--- src/rtl/uart_frame_pkg.sv ---
// uart_frame_arbiter shared types and constants.
// Frame geometry, FSM state enum and frame timing helper.
package uart_frame_pkg;

  localparam int FRAME_W       = 40;
  localparam int BITS_PER_BYTE = 10;

  typedef enum logic [1:0] {
    IDLE = 2'd0,
    GO   = 2'd1,
    WAIT = 2'd2
  } ufa_state_e;

  function automatic int frame_cycles(
    input int cpb,
    input int bpf,
    input int gap
  );
    return cpb * (BITS_PER_BYTE * bpf + gap);
  endfunction

endpackage

--- src/rtl/uart_frame_arbiter_if.sv ---
// Requester/transmitter bundle for uart_frame_arbiter.
// slave = arbiter side, master = requesters + transmitter side.
interface uart_frame_arbiter_if
  import uart_frame_pkg::*;
#(
  parameter int NUM_REQ = 4
) ();

  localparam int IDX_W = $clog2(NUM_REQ);

  logic [NUM_REQ-1:0]         req;
  logic [NUM_REQ*FRAME_W-1:0] frame_data;
  logic [NUM_REQ-1:0]         ack;
  logic                       trans_go;
  logic [FRAME_W-1:0]         data_out;
  logic [IDX_W-1:0]           grant_id;
  logic                       busy;

  modport master (
    output req,
    output frame_data,
    input  ack,
    input  trans_go,
    input  data_out,
    input  grant_id,
    input  busy
  );

  modport slave (
    input  req,
    input  frame_data,
    output ack,
    output trans_go,
    output data_out,
    output grant_id,
    output busy
  );

endinterface

--- src/rtl/uart_frame_arbiter_rr_picker.sv ---
// Circular priority select from a pointer; with
// UFA_FIXED_PRIORITY_EN the pointer is ignored (lowest index wins).
module rr_picker #(
  parameter int N     = 4,
  parameter int IDX_W = $clog2(N)
) (
  input  logic [N-1:0]     i_req,
  input  logic [IDX_W-1:0] i_ptr,
  output logic [N-1:0]     o_onehot,
  output logic [IDX_W-1:0] o_idx,
  output logic             o_valid
);

`ifdef UFA_FIXED_PRIORITY_EN
  localparam bit FIXED = 1'b1;
`else
  localparam bit FIXED = 1'b0;
`endif

  int w_base;

  assign w_base = FIXED ? 0 : int'(i_ptr);

  // first requester found walking circularly from the base index
  always_comb begin
    logic [IDX_W-1:0] j;
    o_onehot = '0;
    o_idx    = '0;
    o_valid  = 1'b0;
    j        = '0;
    for (int k = 0; k < N; k++) begin
      j = IDX_W'((w_base + k) % N);
      if (!o_valid && i_req[j]) begin
        o_valid     = 1'b1;
        o_idx       = j;
        o_onehot[j] = 1'b1;
      end
    end
  end

endmodule

--- src/rtl/uart_frame_arbiter.sv ---
// Shares one UART frame transmitter among NUM_REQ requesters.
// Round-robin by default; UFA_FIXED_PRIORITY_EN selects fixed priority.
module uart_frame_arbiter
  import uart_frame_pkg::*;
#(
  parameter int NUM_REQ         = 4,
  parameter int CLKS_PER_BIT    = 434,
  parameter int BYTES_PER_FRAME = 5,
  parameter int GAP_BITS        = 2
) (
  input  logic          sys_clk,
  input  logic          rst_n,
  uart_frame_arbiter_if.slave bus
);

  localparam int FC =
    frame_cycles(CLKS_PER_BIT, BYTES_PER_FRAME, GAP_BITS);
  localparam int CNT_W = $clog2(FC);
  localparam int IDX_W = $clog2(NUM_REQ);

  ufa_state_e         r_state, w_state_nx;
  logic [CNT_W-1:0]   r_cnt, w_cnt_nx;
  logic [FRAME_W-1:0] r_data, w_data_nx;
  logic [IDX_W-1:0]   r_gid, w_gid_nx;
  logic [NUM_REQ-1:0] r_ack, w_ack_nx;
  logic               r_go, w_go_nx;
  logic               r_busy, w_busy_nx;

  logic [IDX_W-1:0]   w_ptr;
  logic [NUM_REQ-1:0] w_win_oh;
  logic [IDX_W-1:0]   w_win_idx;
  logic               w_win_vld;
  logic [FRAME_W-1:0] w_frames [NUM_REQ];

  for (genvar g = 0; g < NUM_REQ; g++) begin : g_frm
    assign w_frames[g] =
      bus.frame_data[g*FRAME_W +: FRAME_W];
  end

`ifdef UFA_FIXED_PRIORITY_EN
  assign w_ptr = '0;
`else
  logic [IDX_W-1:0] r_ptr, w_ptr_nx;

  assign w_ptr = r_ptr;

  // next pointer sits just after the winner
  always_comb begin
    w_ptr_nx = r_ptr;
    if (r_state == IDLE && w_win_vld)
      w_ptr_nx =
        IDX_W'((int'(w_win_idx) + 1) % NUM_REQ);
  end

  // round-robin pointer register
  always_ff @(posedge sys_clk or negedge rst_n) begin
    if (!rst_n) r_ptr <= '0;
    else        r_ptr <= w_ptr_nx;
  end
`endif

  rr_picker #(
    .N     (NUM_REQ),
    .IDX_W (IDX_W)
  ) u_pick (
    .i_req    (bus.req),
    .i_ptr    (w_ptr),
    .o_onehot (w_win_oh),
    .o_idx    (w_win_idx),
    .o_valid  (w_win_vld)
  );

  // grant, start pulse and frame timing decisions
  always_comb begin
    w_state_nx = r_state;
    w_cnt_nx   = r_cnt;
    w_data_nx  = r_data;
    w_gid_nx   = r_gid;
    w_ack_nx   = '0;
    w_go_nx    = 1'b0;
    w_busy_nx  = r_busy;
    unique case (r_state)
      IDLE: begin
        if (w_win_vld) begin
          w_state_nx = GO;
          w_data_nx  = w_frames[w_win_idx];
          w_gid_nx   = w_win_idx;
          w_ack_nx   = w_win_oh;
          w_go_nx    = 1'b1;
          w_busy_nx  = 1'b1;
        end
      end
      GO: begin
        w_state_nx = WAIT;
        w_cnt_nx   = CNT_W'(FC - 1);
      end
      WAIT: begin
        if (r_cnt == '0) begin
          w_state_nx = IDLE;
          w_busy_nx  = 1'b0;
        end else begin
          w_cnt_nx = r_cnt - CNT_W'(1);
        end
      end
      default: begin
        w_state_nx = IDLE;
        w_busy_nx  = 1'b0;
      end
    endcase
  end

  // state, counter and registered outputs
  always_ff @(posedge sys_clk or negedge rst_n) begin
    if (!rst_n) begin
      r_state <= IDLE;
      r_cnt   <= '0;
      r_data  <= '0;
      r_gid   <= '0;
      r_ack   <= '0;
      r_go    <= 1'b0;
      r_busy  <= 1'b0;
    end else begin
      r_state <= w_state_nx;
      r_cnt   <= w_cnt_nx;
      r_data  <= w_data_nx;
      r_gid   <= w_gid_nx;
      r_ack   <= w_ack_nx;
      r_go    <= w_go_nx;
      r_busy  <= w_busy_nx;
    end
  end

  assign bus.ack      = r_ack;
  assign bus.trans_go = r_go;
  assign bus.data_out = r_data;
  assign bus.grant_id = r_gid;
  assign bus.busy     = r_busy;

endmodule
--- src/flat_wrapper.sv ---
// flat-port wrapper written by rule: the top's interface ports become plain ports
module uart_frame_arbiter_flat import uart_frame_pkg::*;
#(
  parameter int NUM_REQ         = 4,
  parameter int CLKS_PER_BIT    = 434,
  parameter int BYTES_PER_FRAME = 5,
  parameter int GAP_BITS        = 2
)
  (sys_clk, rst_n, bus_req, bus_frame_data, bus_ack, bus_trans_go, bus_data_out, bus_grant_id, bus_busy);
  uart_frame_arbiter_if #(.NUM_REQ(NUM_REQ)) bus_i ();
  input  logic sys_clk;
  input  logic rst_n;
  input wire logic [$bits(bus_i.req)-1:0] bus_req;
  input wire logic [$bits(bus_i.frame_data)-1:0] bus_frame_data;
  output wire logic [$bits(bus_i.ack)-1:0] bus_ack;
  output wire logic [$bits(bus_i.trans_go)-1:0] bus_trans_go;
  output wire logic [$bits(bus_i.data_out)-1:0] bus_data_out;
  output wire logic [$bits(bus_i.grant_id)-1:0] bus_grant_id;
  output wire logic [$bits(bus_i.busy)-1:0] bus_busy;
  assign bus_i.req = bus_req;
  assign bus_i.frame_data = bus_frame_data;
  assign bus_ack = bus_i.ack;
  assign bus_trans_go = bus_i.trans_go;
  assign bus_data_out = bus_i.data_out;
  assign bus_grant_id = bus_i.grant_id;
  assign bus_busy = bus_i.busy;
  uart_frame_arbiter #(.NUM_REQ(NUM_REQ), .CLKS_PER_BIT(CLKS_PER_BIT), .BYTES_PER_FRAME(BYTES_PER_FRAME), .GAP_BITS(GAP_BITS)) u_core (.sys_clk(sys_clk), .rst_n(rst_n), .bus(bus_i));
endmodule
--- config.mk ---
export PLATFORM = sky130hd
export DESIGN_NAME = uart_frame_arbiter_flat
export DESIGN_NICKNAME = d
export VERILOG_FILES = /design/src/rtl/uart_frame_pkg.sv /design/src/rtl/uart_frame_arbiter_if.sv /design/src/rtl/uart_frame_arbiter_rr_picker.sv /design/src/rtl/uart_frame_arbiter.sv /design/src/flat_wrapper.sv
export SDC_FILE = /design/constraint.sdc
export NUM_CORES = 1
export LEC_CHECK = 0
export ABC_CLOCK_PERIOD_IN_PS = 4330
export BUFFER_PORTS_ARGS = -buffer_cell sky130_fd_sc_hd__buf_2
export CAP_MARGIN = 10
export CORE_MARGIN = 4
export CORE_UTILIZATION = 53
export CTS_CLUSTER_SIZE = 24
export DETAILED_ROUTE_END_ITERATION = 6
export PLACE_DENSITY = 0.95
export SETUP_SLACK_MARGIN = 0.2
export SYNTH_ARGS = -nofsm -noshare
export SYNTH_HDL_FRONTEND = slang
export SYNTH_SLANG_ARGS = --single-unit
export TNS_END_PERCENT = 10
--- constraint.sdc ---
create_clock -name sys_clk -period 4.33 [get_ports sys_clk]
set_input_delay 0.866 -clock sys_clk [delete_from_list [all_inputs] [get_ports sys_clk]]
set_output_delay 0.866 -clock sys_clk [all_outputs]
set_load 0.05 [all_outputs]
# Word level (Yosys, flattened, before mapping)
# Index checks and enable logic that the tools add are counted.
# op_classes
addsub,5
magnitude_cmp,9
eq_ne,5
n_mux,43
bitwise,5
reduce_logical,18
# ops
operator,count
$bmux 40 s2,1
$mux 40,2
$pmux 15 s2,1
$mux 4,6
$mux 1,16
$logic_not 15->1,1
$mux 15,1
$sub 15x1->15 const B,1
$lt 2x3->1 const B,4
$mux 2,6
$or 4x4->4,3
$bmux 1 s2,4
$demux 1 s2,4
$ge 2x1->1 const B,4
$logic_and 1x1->1,8
$pmux 2 s3,1
$reduce_and 2->1,3
$add 2x1->2 const B,2
$add 2x2->2 const B,2
$ne 2x1->1 const B,2
$ge 3x3->1 const B,1
$logic_not 1->1,3
$not 2->3,1
$pmux 1 s3,1
other kinds (7),7
# totals
reg_bits,67
in_bits,166
output_inout_bits,48
word_cells,93

# Depth between registers and ports, before layout
# Gate-level depths: netlist (run 1).
# logic_depth
depth_word,16
mapped_depth,12
mapped_depth_nobuf,8

# Modules after synthesis
# From an unflattened synthesis (run 1), not the netlist that was laid out.
# hier_totals
hier_cells,300
hier_area_um2,4106.4
# by_module_without_submodules
module,instances,cells_per_inst,area_per_inst_um2
uart_frame_arbiter,1,255,3687.3
rr_picker,1,45,419.2

# Least setup slack after synthesis (run 1)
# Ideal clock, no wire load.
# synth_path
kind,flip-flop to flip-flop
from,register u_core.r_ptr[0]
to,"register u_core.r_data[6], in the netlist u_core.bus.data_out[6]"
setup_ns,0.133
arrival_time_ns,2.795
path_slack_ns,1.402
path_stages_with_launch,13
path_buffers,4
synth_period_minus_slack_ns,2.928
cell_sequence,dfrtp_1 > buf_6 > inv_1 > ha_1 > buf_6 > mux4_2 > nor2b_4 > o21ai_4 > buf_6 > buf_2 > and3_1 > a211oi_1 > a221oi_2
# synth_between
elab_chain_len,16
word_cells_on_any_way,30
cone_classes,3 x add/sub; 19 x mux; 1 x bitwise; 7 x reduce/logical
# synth_lines
element,line,source
from (decl),uart_frame_arbiter.sv:43,"logic [IDX_W-1:0] r_ptr, w_ptr_nx;"
from (signal assigned),uart_frame_arbiter.sv:58,else r_ptr <= w_ptr_nx;
branches (longest 16 deep; another with $add 2x1->2),-,
to (signal assigned),uart_frame_arbiter.sv:125,r_data <= w_data_nx;
to (decl),uart_frame_arbiter.sv:23,"logic [FRAME_W-1:0] r_data, w_data_nx;"
# Several ways; the timed one is not identified. The select of a mux whose other input is x is not followed.
# A chain may end at the register's enable or synchronous reset.

# Worst setup path after layout (run 1)
# layout_path
from,register u_core.r_ptr[1]
to,"register u_core.r_data[27], in the netlist u_core.bus.data_out[27]"
# The elaborated chain is that of the path after synthesis.

==> key figures, run 1 <==
Outcome
  – Outcome: completed

Timing
  – Clock Skews: 0.009592 ns
  – Max Fclk: 0.2643 GHz
  – Setup-failing EPs final: 0
  – Slew @ Worst Pin: 0.9107 ns
  – Slew Limit Fails: 0
  – Crit path time final: 3.783 ns
  – Slew margin rel.: 39.29%
  – Setup TNS: 0 ns
  – Final Hold Viols: 0
  – RSZ-0062 raised after global routing: false
  – Fin crit share: 87.37%

Clocking
  – H-tree depth: 3
  – # Post-CTS Setup Buffers: 0
  – Clock Sinks: 67
  – Worst skew pair latency: 0.34 ns
  – Clock Pin Slew Worst Setup and Hold Paths: 0.08 ns
  – Root Buffer Master: clkbuf_8
  – CTS buffer count: 9
  – # resized after CTS: 0
  – TritonCTS clock tree: yes
  – CTS Hold Bufs: 0
  – Clock buffer depth: 2

GRT
  – Largest net degree at the start of global routing: 121
  – GRT Overall Usage: 28.96%
  – Grt total ovfl: 0
  – Vias in the first global route: 5300
  – First-pass GRT wire length: 26100 um
  – Initial antenna violation count: 2

Die
  – Area of the core: 9196 um^2
  – Initial Util: 53.96%
  – I/O Pins: 214
  – Die area: 10970 um^2
  – Rows: 35
  – Chip Height: 104.8 um
  – Die width: 104.8 um

Worst setup path
  – Worst EP required: 4.54 ns
  – Reg2Reg Depth: 9
  – RR Startpoint: u_core.r_ptr[1]
  – Critical Setup Path Class: reg -> reg
  – Critical Path Sink Type: flip-flop
  – Critical R2R Capture: u_core.bus.data_out[27]
  – Worst path arrival time: 3.99 ns
  – CP max FO: 31
  – Setup crit start kind: flip-flop
  – R2R setup slack: 0.55 ns

Detailed routing
  – Vias after detailed routing: 5460
  – Final ANT Viol Nets: 0
  – Drt drc: 0
  – Wirelength per Cell: 18.86 um
  – Via-to-Cell Ratio: 6.261
  – Pre-antenna DRT Iters: 5
  – Iter 0 DRT Violations: 416
  – DRT Wirelength: 16450 um

Synthesis
  – Register bit count reported by yosys: 67
  – Seq/Total Area, Yosys: 33.79%
  – Post-synth EDFFs: 0
  – Async SR Flop Fraction: 100.0%
  – Share of the synthesized area in the top cell type: 33.79%
  – Syn Std Cell Area: 4962 um^2
  – Synth Warn #: 0
  – Cells after Synth: 574
  – Synth area leaders: dfrtp_1, and3_1, nor2_1
  – Yosys top cell by area: dfrtp_1
  – Syn nets: 749
  – Post-synth cell types: 52
  – Top_reg_cell synth: dfrtp_1
  – Syn Area/Cell: 8.645 um^2

Cells and area
  – Share of layout cells above drive strength 1: 35.22%
  – Layout net count: 928
  – P&R area growth vs syn: 25.59%
  – Fill count: 725
  – Post-route insts no fill: 872

Placed design
  – Placed cells: 853
  – HPWL Detailed: 11930 um
  – PortBufs: 213
  – Routability Congestion: 0.9525

Pwr
  – Pwr per Cell Area: 929.5 nW/um^2
  – Post-layout power: 5.793 mW
  – VDD IR-drop max: 584.6 uV
  – Leak: 2.971 nW

Hold path
  – Hold EP: u_core.bus.grant_id[1]
  – Worst Hold Class: reg -> reg
  – Min-delay src: u_core.bus.grant_id[1]
  – Cells on Worst Hold Path: 1

Flow run
  – Max-Cap Viols: 0
## synthesized netlist by cell type (6+ instances only)
library cell and number:
nand2_1 8, a211oi_1 41, and3_1 80, buf_2 24, ha_1 9, a221oi_2 13
dfrtp_1 67, buf_6 6, nor3_1 6, a221oi_1 31, o21ai_0 16, o21ai_1 27
xnor2_1 9, nor2_1 103, clkbuf_1 23, a21boi_1 40
## registers in the layout (all words and copies together), names as in the netlist
name,count
u_core.r_state,2
u_core.bus.busy,1
u_core.bus.data_out,40
u_core.bus.ack,4
u_core.bus.trans_go,1
u_core.r_cnt,15
u_core.r_ptr,2
u_core.bus.grant_id,2
## worst max path at each step
stage          slack, ns                 endpoint            start
5_1_grt             0.32  u_core.bus.data_out[26]  u_core.r_ptr[1]
4_1_cts             0.61  u_core.bus.data_out[27]  u_core.r_ptr[1]
6_report            0.55  u_core.bus.data_out[27]  u_core.r_ptr[1]
3_5_place_dp        0.66  u_core.bus.data_out[21]  u_core.r_ptr[1]
3_3_place_gp        0.81  u_core.bus.data_out[36]       bus_req[1]
2_1_floorplan       1.40   u_core.bus.data_out[6]  u_core.r_ptr[0]
## kinds of logic (layout without fill, tap and decap cells)
kind of cell / Yosys count / after routing / share of synthesized area (%)
AND/OR/NAND/NOR: 220 / 220 / 22.47
AO/OA/AOI/OAI: 195 / 195 / 30.61
flip-flops: 67 / 67 / 33.79
buffers and inverters: 63 / 247 / 6.505
XOR/XNOR: 11 / 11 / 1.942
adder cells (fa/ha/maj): 9 / 9 / 2.269
multiplexers: 9 / 9 / 2.420
other: 0 / 3 / 0
## metrics by stage
step                setup slack (ns)  utilization [%]  hold slack (ns)  instance area [um^2]
finish                        0.5469            67.77           0.4802                  6232
global route                  0.3179            67.74           0.5084                  6230
CTS                           0.6095            67.69           0.4817                  6225
detailed placement            0.6632            65.31           0.4638                  6006
global placement              0.8073            65.31           0.4534                  6006
floorplan                      1.402                -           0.4401                  4962
## metal layers
layer / up-vias / wire length [um] / global-route usage, %
met2: 332 / 7927 / 46.84
li1: 2508 / - / -
met5: - / 0 / 0
met1: 2561 / 6343 / 36.42
met4: 0 / 727 / 15.09
met3: 59 / 1452 / 6.053
## layout by cell type (no fill, tap or decap), types with 2 or more instances in the layout
cell type,instances
buf_2,213
nor2_1,103
and3_1,80
dfrtp_1,67
a211oi_1,41
a21boi_1,40
a221oi_1,31
o21ai_1,27
o21ai_0,16
a221oi_2,13
clkbuf_8,10
xnor2_1,9
ha_1,9
buf_4,9
nand2_1,8
nor3_1,6
inv_1,5
nor3b_1,5
a21oi_1,5
a22oi_1,5
mux2i_1,5
diode_2,3
nor2b_1,3
o21a_1,3
nor4_1,3
o31ai_1,3
buf_12,3
nand2b_1,2
mux4_2,2
or3_1,2
or4_1,2
xor2_1,2
bufinv_16,2
clkbuf_1,2
## report_power, final
group          switching (mW)  internal, mW  total, mW
Combinational            2.77          1.34       4.11
Sequential              0.192         0.914       1.11
Clock                   0.240         0.341      0.581
## critical path, cell delays in order (launching register included)
cell and delay, ns:
dfrtp_1 0.58, inv_1 0.18, ha_1 0.44, mux4_2 0.51
nor2b_4 0.09, o21ai_4 0.58, nand2_2 0.51, buf_12 0.32
a211oi_1 0.33, a221oi_2 0.11
## cell type report
| cell class | count | area, um^2 | share of cell area, % |
|---|---|---|---|
| diodes | 3 | 7.507 | 0.1205 |
| flip-flops and latches | 67 | 1677 | 26.90 |
| inverters | 6 | 22.52 | 0.3614 |
| clock inverters | 4 | 73.82 | 1.185 |
| clock buffers | 12 | 145.1 | 2.329 |
| well taps | 111 | 138.9 | 2.228 |
| repair buffers | 225 | 1194 | 19.15 |
| multi-input cells | 444 | 2974 | 47.72 |
(Power assumes the default switching activity.)
==> inputs of run 2 (changes only) <==
Settings changed: ABC_CLOCK_PERIOD_IN_PS 4330 to 4450.
Clock period 4.33 ns to 4.45 ns, I/O delays scaled along.
==> run 2 against run 1 <==
  * Worst hold slack lost 0.0034 ns
  * Critical path type unchanged
  * Global-route usage shrank 0.44 points
  * Cell count shrank 0.23%
  * Die area is the same
  * Largest cell class unchanged
  * Clock-buffer cell count shrank 2
  * Routed wire length shrank 0.38%
  * Non-clock buffer count shrank 4
  * Combinational power shrank 5.4%
  * Core utilization shrank 0.18 points
  * First-iteration DRC count grew 9.9%
  * Power shrank 3.0%
==> key figures, run 2 (synthesis gave the netlist of run 1 again) <==
Timing
  – Crit path time final: 3.983 ns (+0.1996 ns)
  – Final Hold Viols: 0 (unchanged)
  – Setup-failing EPs final: 0 (unchanged)
  – Slew margin rel.: 40.92% (+1.6 points)
  – RSZ-0062 raised after global routing: false
  – Fin crit share: 89.50% (+2.1 points)
  – Slew Limit Fails: 0 (unchanged)
  – Max Fclk: 0.2511 GHz (-5.0%)
  – Setup TNS: 0 ns (unchanged)
  – Clock Skews: 0.01450 ns (+0.004912 ns)
  – WHS: 0.4769 ns (-0.003355 ns)
  – Slew @ Worst Pin: 0.8830 ns (-0.02766 ns)

Placed design
  – Placed inst area: 5963 um^2 (-0.71%)
  – Routability Congestion: 0.9243 (-3.0%)
  – PortBufs: 213 (unchanged)
  – HPWL Detailed: 11720 um (-1.7%)

Clocking
  – Worst skew pair latency: 0.34 ns (about the same)
  – CTS Hold Bufs: 0 (unchanged)
  – CTS buffer count: 9 (unchanged)
  – Clock Sinks: 67 (unchanged)
  – TritonCTS clock tree: yes
  – H-tree depth: 3 (unchanged)
  – Root Buffer Master: clkbuf_8
  – Clock buffer depth: 2 (unchanged)
  – # Post-CTS Setup Buffers: 0 (unchanged)
  – Clock Pin Slew Worst Setup and Hold Paths: 0.08 ns (about the same)
  – # resized after CTS: 0 (unchanged)

Worst setup path
  – Reg2Reg Depth: 8 (-1)
  – Critical Setup Path Class: reg -> reg
  – Critical Path Sink Type: flip-flop
  – Setup crit start kind: flip-flop
  – Worst EP required: 4.68 ns (+0.14 ns)
  – Critical R2R Capture: u_core.bus.data_out[1]
  – Worst path arrival time: 4.21 ns (+0.22 ns)
  – RR Startpoint: u_core.r_ptr[0]
  – R2R setup slack: 0.47 ns (-0.08 ns)
  – CP max FO: 40 (+29%)

Die
  – Area of the core: 9196 um^2 (unchanged)
  – Rows: 35 (unchanged)
  – I/O Pins: 214 (unchanged)
  – Die width: 104.8 um (unchanged)
  – Chip Height: 104.8 um (unchanged)
  – Initial Util: 53.96% (unchanged)
  – Die area: 10970 um^2 (unchanged)

Pwr
  – Internal power: 2.514 mW (-3.1%)
  – Post-layout power: 5.618 mW (-3.0%)
  – Pwr per Cell Area: 903.8 nW/um^2 (-2.8%)
  – VDD IR-drop max: 532.4 uV (-8.9%)
  – Clock power frac: 11.2% (+1.2 points)
  – Fraction of power spent switching nets: 55.26% (about the same)
  – Register share of total power: 19.5% (+0.4 points)
  – Leak: 2.958 nW (-0.44%)
  – Switch Pwr: 3.104 mW (-3.0%)
  – Power share of the combinational group: 69.3% (-1.6 points)

Detailed routing
  – Iter 0 DRT Violations: 457 (+9.9%)
  – Vias after detailed routing: 5462 (+0.037%)
  – Pre-antenna DRT Iters: 5 (unchanged)
  – Drt drc: 0 (unchanged)
  – DRT Wirelength: 16390 um (-0.38%)
  – Wirelength per Cell: 18.84 um (-0.15%)
  – Final ANT Viol Nets: 0 (unchanged)
  – Via-to-Cell Ratio: 6.278 (+0.27%)

Flow run
  – Max-Cap Viols: 0 (unchanged)

Cells and area
  – Commonest non-fill, non-tap cell in the layout: buf_2
  – Final instance area: 6216 um^2 (-0.26%)
  – Sequential cell area: 1677 um^2 (unchanged)
  – P&R area growth vs syn: 25.26%
  – Layout net count: 924 (-0.43%)
  – Area of the multi-input gates: 2974 um^2 (unchanged)
  – Most frequent cells in the layout: buf_2, nor2_1, and3_1
  – Fill count: 707 (-2.5%)
  – Share of layout cells above drive strength 1: 35.01% (-0.21 points)
  – Core Util, Final: 67.59% (-0.18 points)
  – Number of flip-flops under the largest register name: 40 (unchanged)

GRT
  – Initial antenna violation count: 5 (+3)
  – Largest net degree at the start of global routing: 121 (unchanged)
  – GRT Overall Usage: 28.52% (-0.44 points)
  – Grt total ovfl: 0 (unchanged)
  – First-pass GRT wire length: 25610 um (-1.9%)
  – Vias in the first global route: 5369 (+1.3%)

Hold path
  – Cells on Worst Hold Path: 1 (unchanged)
  – Hold EP: u_core.bus.grant_id[1]
  – Min-delay src: u_core.bus.grant_id[1]
  – Worst Hold Class: reg -> reg

Outcome
  – Outcome: completed
-- run 2: cell count changes in the layout (fill, tap and decap cells not counted), sizes merged --
cell    change
buf         -4
bufinv      +1
clkbuf      -2
diode       +2
inv         +1
-- run 2: how the worst max path moves through the flow --
stage | cells past startpoint | to | slack [ns] | startpoint
finish | 8 | u_core.bus.data_out[1] | 0.47 | u_core.r_ptr[0]
global route | 8 | u_core.bus.data_out[10] | 0.27 | u_core.r_ptr[0]
CTS | 8 | u_core.bus.data_out[18] | 0.57 | u_core.r_ptr[0]
detailed placement | 8 | u_core.bus.data_out[18] | 0.55 | u_core.r_ptr[0]
global placement | 8 | u_core.bus.data_out[7] | 0.76 | u_core.r_ptr[0]
floorplan | 12 | u_core.bus.data_out[6] | 1.52 | u_core.r_ptr[0]
-- run 2: power groups by stage --
stage	Sequential (mW)	Clock (mW)	Combinational, mW
after floorplan	1.81	0	2.36
after global placement	1.09	0	3.69
after detailed placement	1.09	0	3.85
after CTS	1.09	0.634	3.85
after global routing	1.13	0.664	4.18
final	1.10	0.630	3.89
-- run 2: layout make-up --
cell class | count | area share, %
sequential | 67 | 26.97
inverter | 6 | 0.3623
clock inverter | 6 | 1.812
clock buffer | 10 | 2.053
antenna | 5 | 0.2013
multi-input combinational | 444 | 47.85
tap | 111 | 2.234
timing repair buffer | 221 | 18.52
-- run 2: per-stage QoR --
stage	std cells	setup WS (ns)
2_1_floorplan	574	1.522
3_3_place_gp	849	0.7601
3_5_place_dp	849	0.5470
4_1_cts	865	0.5691
5_1_grt	870	0.2715
6_report	870	0.4673
-- run 2: worst max-delay path, stage by stage, from the launching register on --
cell and delay [ns]:
dfrtp_1 0.75, inv_1 0.33, ha_1 0.55, mux4_2 0.66
nor2b_4 0.23, o21ai_4 0.09, nand2_2 0.69, a211oi_1 0.19
a221oi_1 0.37
-- run 2: layer usage --
layer  global-route usage, %  vias to the layer above  routed length, um
met5                       0                        -                  0
met4                   16.87                        0                753
met3                   6.671                       58               1482
met2                   46.56                      349               7868
met1                   34.20                     2557               6283
li1                        -                     2498                  -
==> inputs of run 3 (changes only) <==
Settings changed: CORE_UTILIZATION 53 to 50, SYNTH_HIERARCHICAL set to 1.
==> run 3 against run 2 <==
  * Maximum frequency increased by 1.6%
  * Die area is 11% lower
  * Final area fell by 13%
  * Clock power fell by 33%
  * Clock skew fell by 0.0020 ns
  * Sequential power is essentially flat
  * Non-clock buffer count down 3
  * Global-route usage fell by 2.5 points
  * Synthesized cell count shrank 48%
  * Worst setup slack better by 0.062 ns
  * Flip-flop and latch count unchanged
==> key figures, run 3 <==
Synthesis
  – Share of the synthesized area in the top cell type: 40.83% (+7.0 points)
  – Seq/Total Area, Yosys: 40.83% (+7.0 points)
  – Syn Area/Cell: 13.69 um^2 (+58%)
  – Most instantiated cells after synthesis: dfrtp_1, mux2_2, mux4_2
  – Cells after Synth: 300 (-48%)
  – Yosys top cell by area: dfrtp_1
  – Syn nets: 472 (-37%)
  – Synth Warn #: 6 (+6)
  – Top_reg_cell synth: dfrtp_1
  – Register bit count reported by yosys: 67 (unchanged)
  – Syn Std Cell Area: 4106 um^2 (-17%)
  – Post-synth EDFFs: 0 (unchanged)
  – Top-count cell post-synth: dfrtp_1
  – Synth area leaders: dfrtp_1, mux4_2, mux2_2
  – Async SR Flop Fraction: 100.0% (unchanged)
  – Post-synth cell types: 42 (-19%)

Detailed routing
  – Vias after detailed routing: 3652 (-33%)
  – Drt drc: 0 (unchanged)
  – Via-to-Cell Ratio: 5.938 (-5.4%)
  – Iter 0 DRT Violations: 194 (-58%)
  – Pre-antenna DRT Iters: 7 (+2)
  – Final ANT Viol Nets: 0 (unchanged)
  – DRT Wirelength: 12170 um (-26%)
  – Wirelength per Cell: 19.79 um (+5.1%)

Clocking
  – Clock buffer depth: 2 (unchanged)
  – TritonCTS clock tree: yes
  – Clock Pin Slew Worst Setup and Hold Paths: 0.08 ns (about the same)
  – CTS buffer count: 9 (unchanged)
  – Worst skew pair latency: 0.34 ns (about the same)
  – # resized after CTS: 0 (unchanged)
  – Root Buffer Master: clkbuf_8
  – Clock Sinks: 67 (unchanged)
  – H-tree depth: 3 (unchanged)
  – # Post-CTS Setup Buffers: 0 (unchanged)
  – CTS Hold Bufs: 0 (unchanged)

Timing
  – Max Fclk: 0.2550 GHz (+1.6%)
  – Final WS setup: 0.5290 ns (+0.06166 ns)
  – Setup-failing EPs final: 0 (unchanged)
  – Final Hold Viols: 0 (unchanged)
  – Fin crit share: 88.11% (-1.4 points)
  – Crit path time final: 3.921 ns (-0.06166 ns)
  – RSZ-0062 raised after global routing: false
  – Clock Skews: 0.01247 ns (-0.002038 ns)
  – Slew Limit Fails: 0 (unchanged)
  – Setup TNS: 0 ns (unchanged)
  – Slew margin rel.: 33.72% (-7.2 points)
  – Slew @ Worst Pin: 0.9943 ns (+0.1112 ns)

Pwr
  – Register share of total power: 22.1% (+2.6 points)
  – Post-layout power: 4.968 mW (-12%)
  – Power share of the combinational group: 69.4% (about the same)
  – Clock power frac: 8.5% (-2.7 points)
  – Internal power: 2.600 mW (+3.4%)
  – Fraction of power spent switching nets: 47.67% (-7.6 points)
  – Switch Pwr: 2.368 mW (-24%)
  – Pwr per Cell Area: 915.8 nW/um^2 (+1.3%)
  – Leak: 2.535 nW (-14%)
  – VDD IR-drop max: 550.9 uV (+3.5%)

Hold path
  – Worst Hold Class: reg -> reg
  – Min-delay src: u_core/bus.data_out[16]

GRT
  – First-pass GRT wire length: 20120 um (-21%)
  – Vias in the first global route: 4145 (-23%)
  – GRT Overall Usage: 26.04% (-2.5 points)
  – Largest net degree at the start of global routing: 45 (-63%)
  – Grt total ovfl: 0 (unchanged)
  – Initial antenna violation count: 0 (-5)

Outcome
  – Outcome: completed

Die
  – I/O Pins: 214 (unchanged)
  – Die width: 98.63 um (-5.9%)
  – Initial Util: 52.33% (-1.6 points)
  – Die area: 9727 um^2 (-11%)
  – Chip Height: 98.63 um (-5.9%)
  – Rows: 32 (-8.6%)
  – Area of the core: 7848 um^2 (-15%)

Worst setup path
  – Setup crit start kind: flip-flop
  – CP peak stage delay: 0.68 ns (-0.07 ns)
  – Critical Setup Path Class: reg -> reg
  – Worst path arrival time: 4.14 ns (-0.07 ns)
  – Most used cell, CP: mux4_2
  – CP max FO: 25 (-38%)
  – Worst EP required: 4.67 ns (about the same)
  – Critical Path Sink Type: flip-flop
  – Crit path cell chain: inv_1, ha_1, mux4_2, o311ai_0, a32o_2, buf_4, mux4_2, mux2_2
  – Worst setup path start: u_core/r_ptr[0]
  – RR Startpoint: u_core/r_ptr[0]
  – CP Buf/Inv Count: 2 (+1)
  – CP max stage cell: dfrtp_1
  – Crit path max-delay family: multiplexers

Flow run
  – Max-Cap Viols: 0 (unchanged)

Cells and area
  – Layout net count: 680 (-26%)
  – Most frequent cells in the layout: buf_2, dfrtp_1, mux2_2
  – Commonest non-fill, non-tap cell in the layout: buf_2
  – Ant diodes: 0 (-5)
  – Final instance area: 5425 um^2 (-13%)
  – Share of layout cells above drive strength 1: 63.35% (+28 points)
  – Number of flip-flops under the largest register name: 40 (unchanged)
  – P&R area growth vs syn: 32.11%

Placed design
  – HPWL Detailed: 9430 um (-20%)
  – Pre-CTS setup slack: 0.5817 ns (+0.03463 ns)
  – PortBufs: 213 (unchanged)
  – Placed inst area: 5271 um^2 (-12%)
  – Routability Congestion: 0.8575 (-7.2%)
run 3: changes by cell type after synthesis, moves of 11 or more:
cell      before  now
mux2_2         1   44
clkbuf_1      23   12
nor2_1       103    8
a21boi_1      40    0
a221oi_1      31    0
a211oi_1      41    0
a221oi_2      13    0
mux4_2         2   42
buf_2         24    4
and3_1        80    1
o21ai_1       27    0
run 3: area by class of cell:
class / count / area, um^2
clock buffer: 13 / 138.9
multi-input combinational: 203 / 2317
inverter: 9 / 33.78
tap: 102 / 127.6
fill: 568 / 2422
clock inverter: 3 / 15.01
sequential: 67 / 1677
timing repair buffer: 218 / 1116
run 3: path summary, 6_finish.rpt:
kind / slack [ns] / to / depth (start not counted)
min in group asynchronous: 0.71 / u_core/bus.ack[0] / 1
max in group asynchronous: 2.85 / u_core/bus.data_out[18] / 2
setup reg to reg: 0.53 / u_core/bus.data_out[6] / 8
hold / removal: 0.50 / u_core/bus.data_out[16] / 1
hold reg to reg: 0.50 / u_core/bus.data_out[16] / 1
setup / recovery: 0.53 / u_core/bus.data_out[6] / 8
run 3: stage by stage:
stage                     hold slack (ns)  std cells  util (%)
after floorplan                    0.4683        300         -
after global placement             0.4855        599     67.17
after detailed placement           0.4911        599     67.17
after CTS                          0.5098        615     69.13
after global routing               0.5244        615     69.13
final                              0.5045        615     69.13
run 3: power by group through the flow:
stage          clock, mW  combinational (mW)  sequential, mW
3_3_place_gp           0                3.31            1.09
3_5_place_dp           0                3.47            1.10
6_report           0.421                3.45            1.10
4_1_cts            0.429                3.48            1.10
2_1_floorplan          0                2.01            1.83
5_1_grt            0.459                3.67            1.13
run 3: kinds of logic (layout without fill, tap and decap cells):
kind of cell	Yosys count	count (layout)	share of synthesized area, %
muxes	96	96	38.33
and+or+nand+nor	65	65	10.06
AOI/OAI and AO/OA	35	35	5.515
DFF	67	67	40.83
buffers and inverters	30	243	3.230
adders and majority gates	6	6	1.828
xor gates and xnor gates	1	1	0.2133
run 3: per-layer routing:
metal  GRT usage (%)  routed length (um)  up-vias
li1                -                   -     1609
met1           29.35                4284     1782
met2           46.59                6603      220
met3           6.582                 922       41
met4           11.34                 361        0
met5               0                   0        -
